`src/rtl/spi_config_pkg.sv`:
```
// Shared opcodes and FSM encoding for the SPI configuration port.
// Pure declarations, no logic.
package spi_config_pkg;

  localparam logic [7:0] OP_WRITE     = 8'h02;
  localparam logic [7:0] OP_READ      = 8'h03;
  localparam logic [7:0] OP_STATUS    = 8'h05;
  localparam logic [7:0] OP_SET_FLAGS = 8'h20;
  localparam logic [7:0] OP_CLR_FLAGS = 8'h21;

  typedef enum logic [3:0] {
    ST_IDLE,
    ST_ADDR_H,
    ST_ADDR_L,
    ST_WDATA,
    ST_RDUMMY,
    ST_RDATA,
    ST_MASK,
    ST_STATUS_OUT,
    ST_IGNORE
  } state_e;

endpackage

```
`src/rtl/spi_config_port_spi_byte_shifter.sv`:
```
// SPI byte shifter: MSB-first RX with byte_vld on the 8th SS-low edge, TX with parallel load.
// SS high clears both shift registers and the bit counter; no backpressure (the host owns SCLK).
module spi_byte_shifter (
  input  logic       clk_i,
  input  logic       rst_ni,
  input  logic       ss_i,
  input  logic       mosi_i,
  input  logic       tx_load_i,
  input  logic [7:0] tx_data_i,
  output logic       byte_vld_o,
  output logic [7:0] rx_byte_o,
  output logic       miso_o
);

  logic [2:0] bit_cnt_q;
  logic [6:0] rx_q;
  logic [7:0] tx_q;

  always_ff @(posedge clk_i or negedge rst_ni) begin
    if (!rst_ni) begin
      bit_cnt_q <= 3'd0;
      rx_q      <= 7'd0;
      tx_q      <= 8'd0;
    end else if (ss_i) begin
      bit_cnt_q <= 3'd0;
      rx_q      <= 7'd0;
      tx_q      <= 8'd0;
    end else begin
      bit_cnt_q <= bit_cnt_q + 3'd1;
      rx_q      <= {rx_q[5:0], mosi_i};
      // A load lands on the edge that completes a byte, so its MSB is on MISO for the next bit.
      tx_q      <= tx_load_i ? tx_data_i : {tx_q[6:0], 1'b0};
    end
  end

  assign byte_vld_o = !ss_i && (bit_cnt_q == 3'd7);
  assign rx_byte_o  = {rx_q, mosi_i};
  assign miso_o     = tx_q[7];

endmodule

```
`src/rtl/spi_config_port.sv`:
```
// SPI slave front-end to a byte-wide config memory and ready flags; writes visible one edge after the last bit.
// Burst read/write with wrapping auto-increment, flag set/clear by mask, status readback; no backpressure.
module spi_config_port
  import spi_config_pkg::*;
#(
  parameter  int MEM_DEPTH = 128,
  parameter  int NUM_FLAGS = 3,
  localparam int ADDR_W    = $clog2(MEM_DEPTH)
) (
  input  logic                   SCLK,
  input  logic                   RESET_N,
  input  logic                   SS,
  input  logic                   MOSI,
  output logic                   MISO,
  output logic [NUM_FLAGS-1:0]   flags_out,
  output logic [MEM_DEPTH*8-1:0] all_data_out,
  output logic                   wr_pulse,
  output logic [ADDR_W-1:0]      wr_addr,
  output logic                   busy
);

  state_e                 state_q, state_d;
  logic [ADDR_W-1:0]      addr_q, addr_d, addr_inc, rd_addr;
  logic [7:0]             addr_h_q, addr_h_d;
  logic [7:0]             op_q, op_d;
  logic [NUM_FLAGS-1:0]   flags_q, flags_d;
  logic [MEM_DEPTH*8-1:0] mem_q;
  logic                   mem_we;
  logic                   wr_pulse_q, wr_pulse_d;
  logic [ADDR_W-1:0]      wr_addr_q, wr_addr_d;
  logic                   busy_q;
  logic                   tx_load;
  logic [7:0]             tx_data, rd_data;
  logic                   byte_vld;
  logic [7:0]             rx_byte;

  function automatic logic in_range(input logic [ADDR_W-1:0] a);
    return 32'(a) < 32'(MEM_DEPTH);
  endfunction

  spi_byte_shifter u_shifter (
    .clk_i      (SCLK),
    .rst_ni     (RESET_N),
    .ss_i       (SS),
    .mosi_i     (MOSI),
    .tx_load_i  (tx_load),
    .tx_data_i  (tx_data),
    .byte_vld_o (byte_vld),
    .rx_byte_o  (rx_byte),
    .miso_o     (MISO)
  );

  // Addresses above MEM_DEPTH-1 (non-power-of-two depth) roll over through the natural ADDR_W overflow.
  assign addr_inc = (32'(addr_q) == 32'(MEM_DEPTH - 1)) ? '0 : addr_q + ADDR_W'(1);
  assign rd_addr  = (state_q == ST_RDATA) ? addr_inc : addr_q;
  assign rd_data  = in_range(rd_addr) ? mem_q[{rd_addr, 3'b000} +: 8] : 8'h00;

  always_comb begin
    state_d    = state_q;
    addr_d     = addr_q;
    addr_h_d   = addr_h_q;
    op_d       = op_q;
    flags_d    = flags_q;
    mem_we     = 1'b0;
    wr_pulse_d = 1'b0;
    wr_addr_d  = wr_addr_q;
    tx_load    = 1'b0;
    tx_data    = 8'h00;
    if (SS) begin
      state_d = ST_IDLE;
    end else if (byte_vld) begin
      case (state_q)
        ST_IDLE: begin
          op_d = rx_byte;
          case (rx_byte)
            OP_WRITE, OP_READ:         state_d = ST_ADDR_H;
            OP_SET_FLAGS, OP_CLR_FLAGS: state_d = ST_MASK;
            OP_STATUS: begin
              state_d = ST_STATUS_OUT;
              tx_load = 1'b1;
              tx_data = 8'(flags_q);
            end
            default:                   state_d = ST_IGNORE;
          endcase
        end
        ST_ADDR_H: begin
          addr_h_d = rx_byte;
          state_d  = ST_ADDR_L;
        end
        ST_ADDR_L: begin
          addr_d  = ADDR_W'({addr_h_q, rx_byte});
          state_d = (op_q == OP_READ) ? ST_RDUMMY : ST_WDATA;
        end
        ST_WDATA: begin
          if (in_range(addr_q)) begin
            mem_we     = 1'b1;
            wr_pulse_d = 1'b1;
            wr_addr_d  = addr_q;
          end
          addr_d = addr_inc;
        end
        ST_RDUMMY: begin
          tx_load = 1'b1;
          tx_data = rd_data;
          state_d = ST_RDATA;
        end
        ST_RDATA: begin
          addr_d  = addr_inc;
          tx_load = 1'b1;
          tx_data = rd_data;
        end
        ST_MASK: begin
          if (op_q == OP_SET_FLAGS) flags_d = flags_q | rx_byte[NUM_FLAGS-1:0];
          else                      flags_d = flags_q & ~rx_byte[NUM_FLAGS-1:0];
          state_d = ST_IGNORE;
        end
        ST_STATUS_OUT: state_d = ST_IGNORE;
        default:       state_d = state_q;
      endcase
    end
  end

  always_ff @(posedge SCLK or negedge RESET_N) begin
    if (!RESET_N) begin
      state_q    <= ST_IDLE;
      addr_q     <= '0;
      addr_h_q   <= 8'h00;
      op_q       <= 8'h00;
      flags_q    <= '0;
      mem_q      <= '0;
      wr_pulse_q <= 1'b0;
      wr_addr_q  <= '0;
      busy_q     <= 1'b0;
    end else begin
      state_q    <= state_d;
      addr_q     <= addr_d;
      addr_h_q   <= addr_h_d;
      op_q       <= op_d;
      flags_q    <= flags_d;
      wr_pulse_q <= wr_pulse_d;
      wr_addr_q  <= wr_addr_d;
      busy_q     <= ~SS;
      if (mem_we) mem_q[{addr_q, 3'b000} +: 8] <= rx_byte;
    end
  end

  assign flags_out    = flags_q;
  assign all_data_out = mem_q;
  assign wr_pulse     = wr_pulse_q;
  assign wr_addr      = wr_addr_q;
  assign busy         = busy_q;

endmodule

```
`config.mk`:
```
export PLATFORM = sky130hd
export DESIGN_NAME = spi_config_port
export DESIGN_NICKNAME = d
export VERILOG_FILES = /design/src/rtl/spi_config_pkg.sv /design/src/rtl/spi_config_port_spi_byte_shifter.sv /design/src/rtl/spi_config_port.sv
export SDC_FILE = /design/constraint.sdc
export NUM_CORES = 2
export LEC_CHECK = 0
export CAP_MARGIN = 20
export CORE_AREA = 2 2 407 409
export DETAILED_ROUTE_END_ITERATION = 8
export DIE_AREA = 0 0 409 411
export PLACE_DENSITY_LB_ADDON = 0.2
export SYNTH_ARGS = -nofsm -noshare
export SYNTH_HDL_FRONTEND = slang
export SYNTH_SLANG_ARGS = --single-unit
```
`constraint.sdc`:
```
create_clock -name SCLK -period 2.95 [get_ports SCLK]
set_input_delay 0.885 -clock SCLK [delete_from_list [all_inputs] [get_ports SCLK]]
set_output_delay 0.885 -clock SCLK [all_outputs]
set_load 0.03 [all_outputs]
```
==> results.tsv <==
stage	metric	value	unit
routing	drt_wl_total	342	mm
timing	rsz0062_at_grt	yes	
power	leakage	34.2	nW
routing	drt-initial-drc-count	6907	
cts	cts_inserted_buffers	120	
timing	worstMarginPinSlew	0.955	ns
setup_path	worstSetupPathType	reg2reg	
setup_path	path_cells	and4bb_4 -> buf_8 -> o211ai_4 -> buf_6 -> nand2_8 -> buf_16 -> buf_12 -> buf_4 -> clkbuf_16 -> nand2_1 -> a31oi_1 -> a311oi_2 -> buf_4 -> o221a_4 -> o22ai_2	
timing	setup_slack	-0.396	ns
synthesis	yosys_most_used_dff	dfrtp_1	
timing	fin_skew	0.0312	ns
outcome	outcome	finished, violations left	
synthesis	synth_seq_cells	1073	
synthesis	synth.cells.most_frequent	1447 x nand2_1, 1073 x dfrtp_1, 565 x o21ai_0	
synthesis	syn_inst	5375	
cts	cts_hold_buf	0	
placement	dp_hpwl	269	mm
cts	cts.path.max_buffers	3	
cts	clk_pin_slew	0.06	ns
routing	wl_met3	34.7	mm
routing	dr_wl_met2	149	mm
synthesis	yosysWarnings	0	
global_route	grt_pass1_wl	453	mm
timing	post-route-min-period	3.35	ns
synthesis	yosys.area.top_type_share	52.3	%
power	vdd_drop_max	0.476	mV
timing	fmax	0.299	GHz
routing	highest_layer	met5	
setup_path	startpoint_type	register	
cts	h-tree-depth	3	
placement	portBuffers	1040	
synthesis	synth_edf_count	0	
global_route	grt_antenna_before_repair	23	
power	p_total	0.0318	W
cts	cts.sinks	1073	
setup_path	critPathTopFamily	buffers and inverters	
setup_path	path_buf_inv	7	
setup_path	path_max_fanout	8	
routing	post-route-drc-count	0	
floorplan	initial_utilization	31.4	%
finish	nets	7105	
placement	gp_congestion	1.02	
setup_path	cpMaxStageDelayCell	and4bb_4	
power	p_per_area	406	nW/µm²
timing	finalSetupViolations	10	
synthesis	syn_nets	5386	
floorplan	die_area	168000	µm²
setup_path	cp.required	3.64	ns
cts	cts_tree	yes	
synthesis	synth-async-reset-ratio	100	%
finish	fill_cells	15400	
timing	finalCritPeriodShare	113	%
setup_path	slowest_delay	0.42	ns
synthesis	synth_most_common_cell	nand2_1	
synthesis	avgSynthCellArea	9.56	µm²
routing	drt-met1-wl	133	mm
timing	drv_slew	0	
routing	vias	54600	
synthesis	ys_top_cells_by_area	dfrtp_1 52%, mux2_2 12%, nand2_1 11%	
setup_path	critPathMostFrequentCell	buf_4	
synthesis	ys_types	87	
floorplan	fp.coreArea	164000	µm²
global_route	grt_overflow_total	0	
floorplan	dieWidth	409	µm
routing	via_per_inst	5.82	
routing	ant_nets	0	
setup_path	critPathCaptureType	register	
routing	detail_route.wl_per_cell	36.4	µm
synthesis	synth.yosys.seq_area_share	52.3	%
global_route	track_usage	39.1	%
outcome	violations	negative setup slack	
floorplan	die_y	411	µm
finish	syn_to_final_growth	52.2	%
cts	cts_root_buf	clkbuf_16	
setup_path	cp.arrival	4.04	ns
global_route	grt_pass1_vias	51900	
routing	drt-pass1-iter-count	6	
floorplan	rows	149	
synthesis	yosysTopAreaCell	dfrtp_1	
timing	setup_tns	-2.60	ns
cts	clock_latency	0.78	ns
job	drv_cap	0	
timing	finalHoldViolCount	0	
finish	drive_above_1_share	27.6	%
global_route	grt_max_degree	79	
floorplan	boundaryPins	1041	
timing	worst_slew_margin_rel	36.3	%
worst_hold_path	holdCritPathClass	in2async	
synthesis	synth_area	51400	µm²
per-stage QoR:
stage	instances	setup WS, ns	util (%)	cell area, µm²	hold WS, ns
3_5_place_dp	9097	-0.802	43.6	71400	0.430
3_3_place_gp	9097	-0.835	43.6	71400	0.416
5_1_grt	9381	-0.397	47.7	78200	0.0889
4_1_cts	9352	-0.267	46.9	76900	0.0548
6_report	9395	-0.396	47.7	78200	0.0877
2_1_floorplan	5375	0.00351	-	51400	0.403
power breakdown:
part / total (W) / internal, W / leakage [nW] / switching, W
Combinational: 0.000596 / 0.000109 / 17.2 / 0.000487
Clock: 0.0164 / 0.00958 / 2.09 / 0.00684
Sequential: 0.0147 / 0.0147 / 15.0 / 0.00000488
Total: 0.0318 / 0.0244 / 34.2 / 0.00734
cells in the final DEF, fill, tap and decap left out, types with 68 or more instances in the layout:
cell type           n
buf_4             714
clkdlybuf4s50_1   958
buf_12            164
nand2_1          1427
dfrtp_1          1065
nor2_1            206
and3_1            109
o21ai_0           539
nand3_1           266
a21oi_1            84
mux2_2            532
clkbuf_16         127
a31oi_1            90
dlygate4sd2_1      68
area by class of cell:
class	instances	area, µm²	share of cell area, %
sequential	1073	26900	34.3
timing repair buffer	1972	20000	25.6
inverter	14	53.8	0.0688
tap	2189	2740	3.50
clock inverter	54	795	1.02
multi-input combinational	3913	24300	31.0
clock buffer	165	3450	4.41
antenna	15	37.5	0.0480
logic make-up (layout without fill, tap and decap cells):
logic type	count (synthesis)	after routing	synth area share (%)
other cells	0	15	0
mux	586	586	12.8
simple gates	2230	2230	18.4
compound gates	1076	1076	12.7
buf+inv	389	2205	3.33
fa+ha+maj	7	7	0.170
xor+xnor	14	14	0.253
flops	1073	1073	52.3
registers in the layout (all words and copies together), names as in the netlist, named ones only:
register and flops:
addr_q 7, wr_pulse 1, wr_addr 7, all_data_out 1024
busy 1, u_shifter.bit_cnt_q 3, u_shifter.rx_q 7, state_q 4
op_q 8, u_shifter.tx_q 8
per-layer routing:
metal	up-vias	global-route usage, %
met5	-	0
li1	22300	-
met4	10	23.8
met3	889	9.82
met2	3886	59.4
met1	27500	50.0
what timing repair did:
action / CTS / global route
pin swaps: 39 / 69
gates resized for setup: 252 / 202
hold endpoints to repair: 0 / 0
setup endpoints to repair: 1030 / 875
cloned: 6 / 8
setup buffers: 32 / 23
worst paths after layout:
kind / startpoint / slack [ns] / to / cells past startpoint
min: RESET_N / 0.09 / all_data_out[995] / 1
max: state_q[3] / -0.40 / u_shifter.tx_q[2] / 15
max in group asynchronous: RESET_N / 1.86 / all_data_out[497] / 3
max reg2reg: state_q[3] / -0.40 / u_shifter.tx_q[2] / 15
min in group SCLK: u_shifter.bit_cnt_q[0] / 0.44 / u_shifter.bit_cnt_q[0] / 1
min reg2reg: u_shifter.bit_cnt_q[0] / 0.44 / u_shifter.bit_cnt_q[0] / 1
Note: power is estimated with default switching activity, not from simulation.
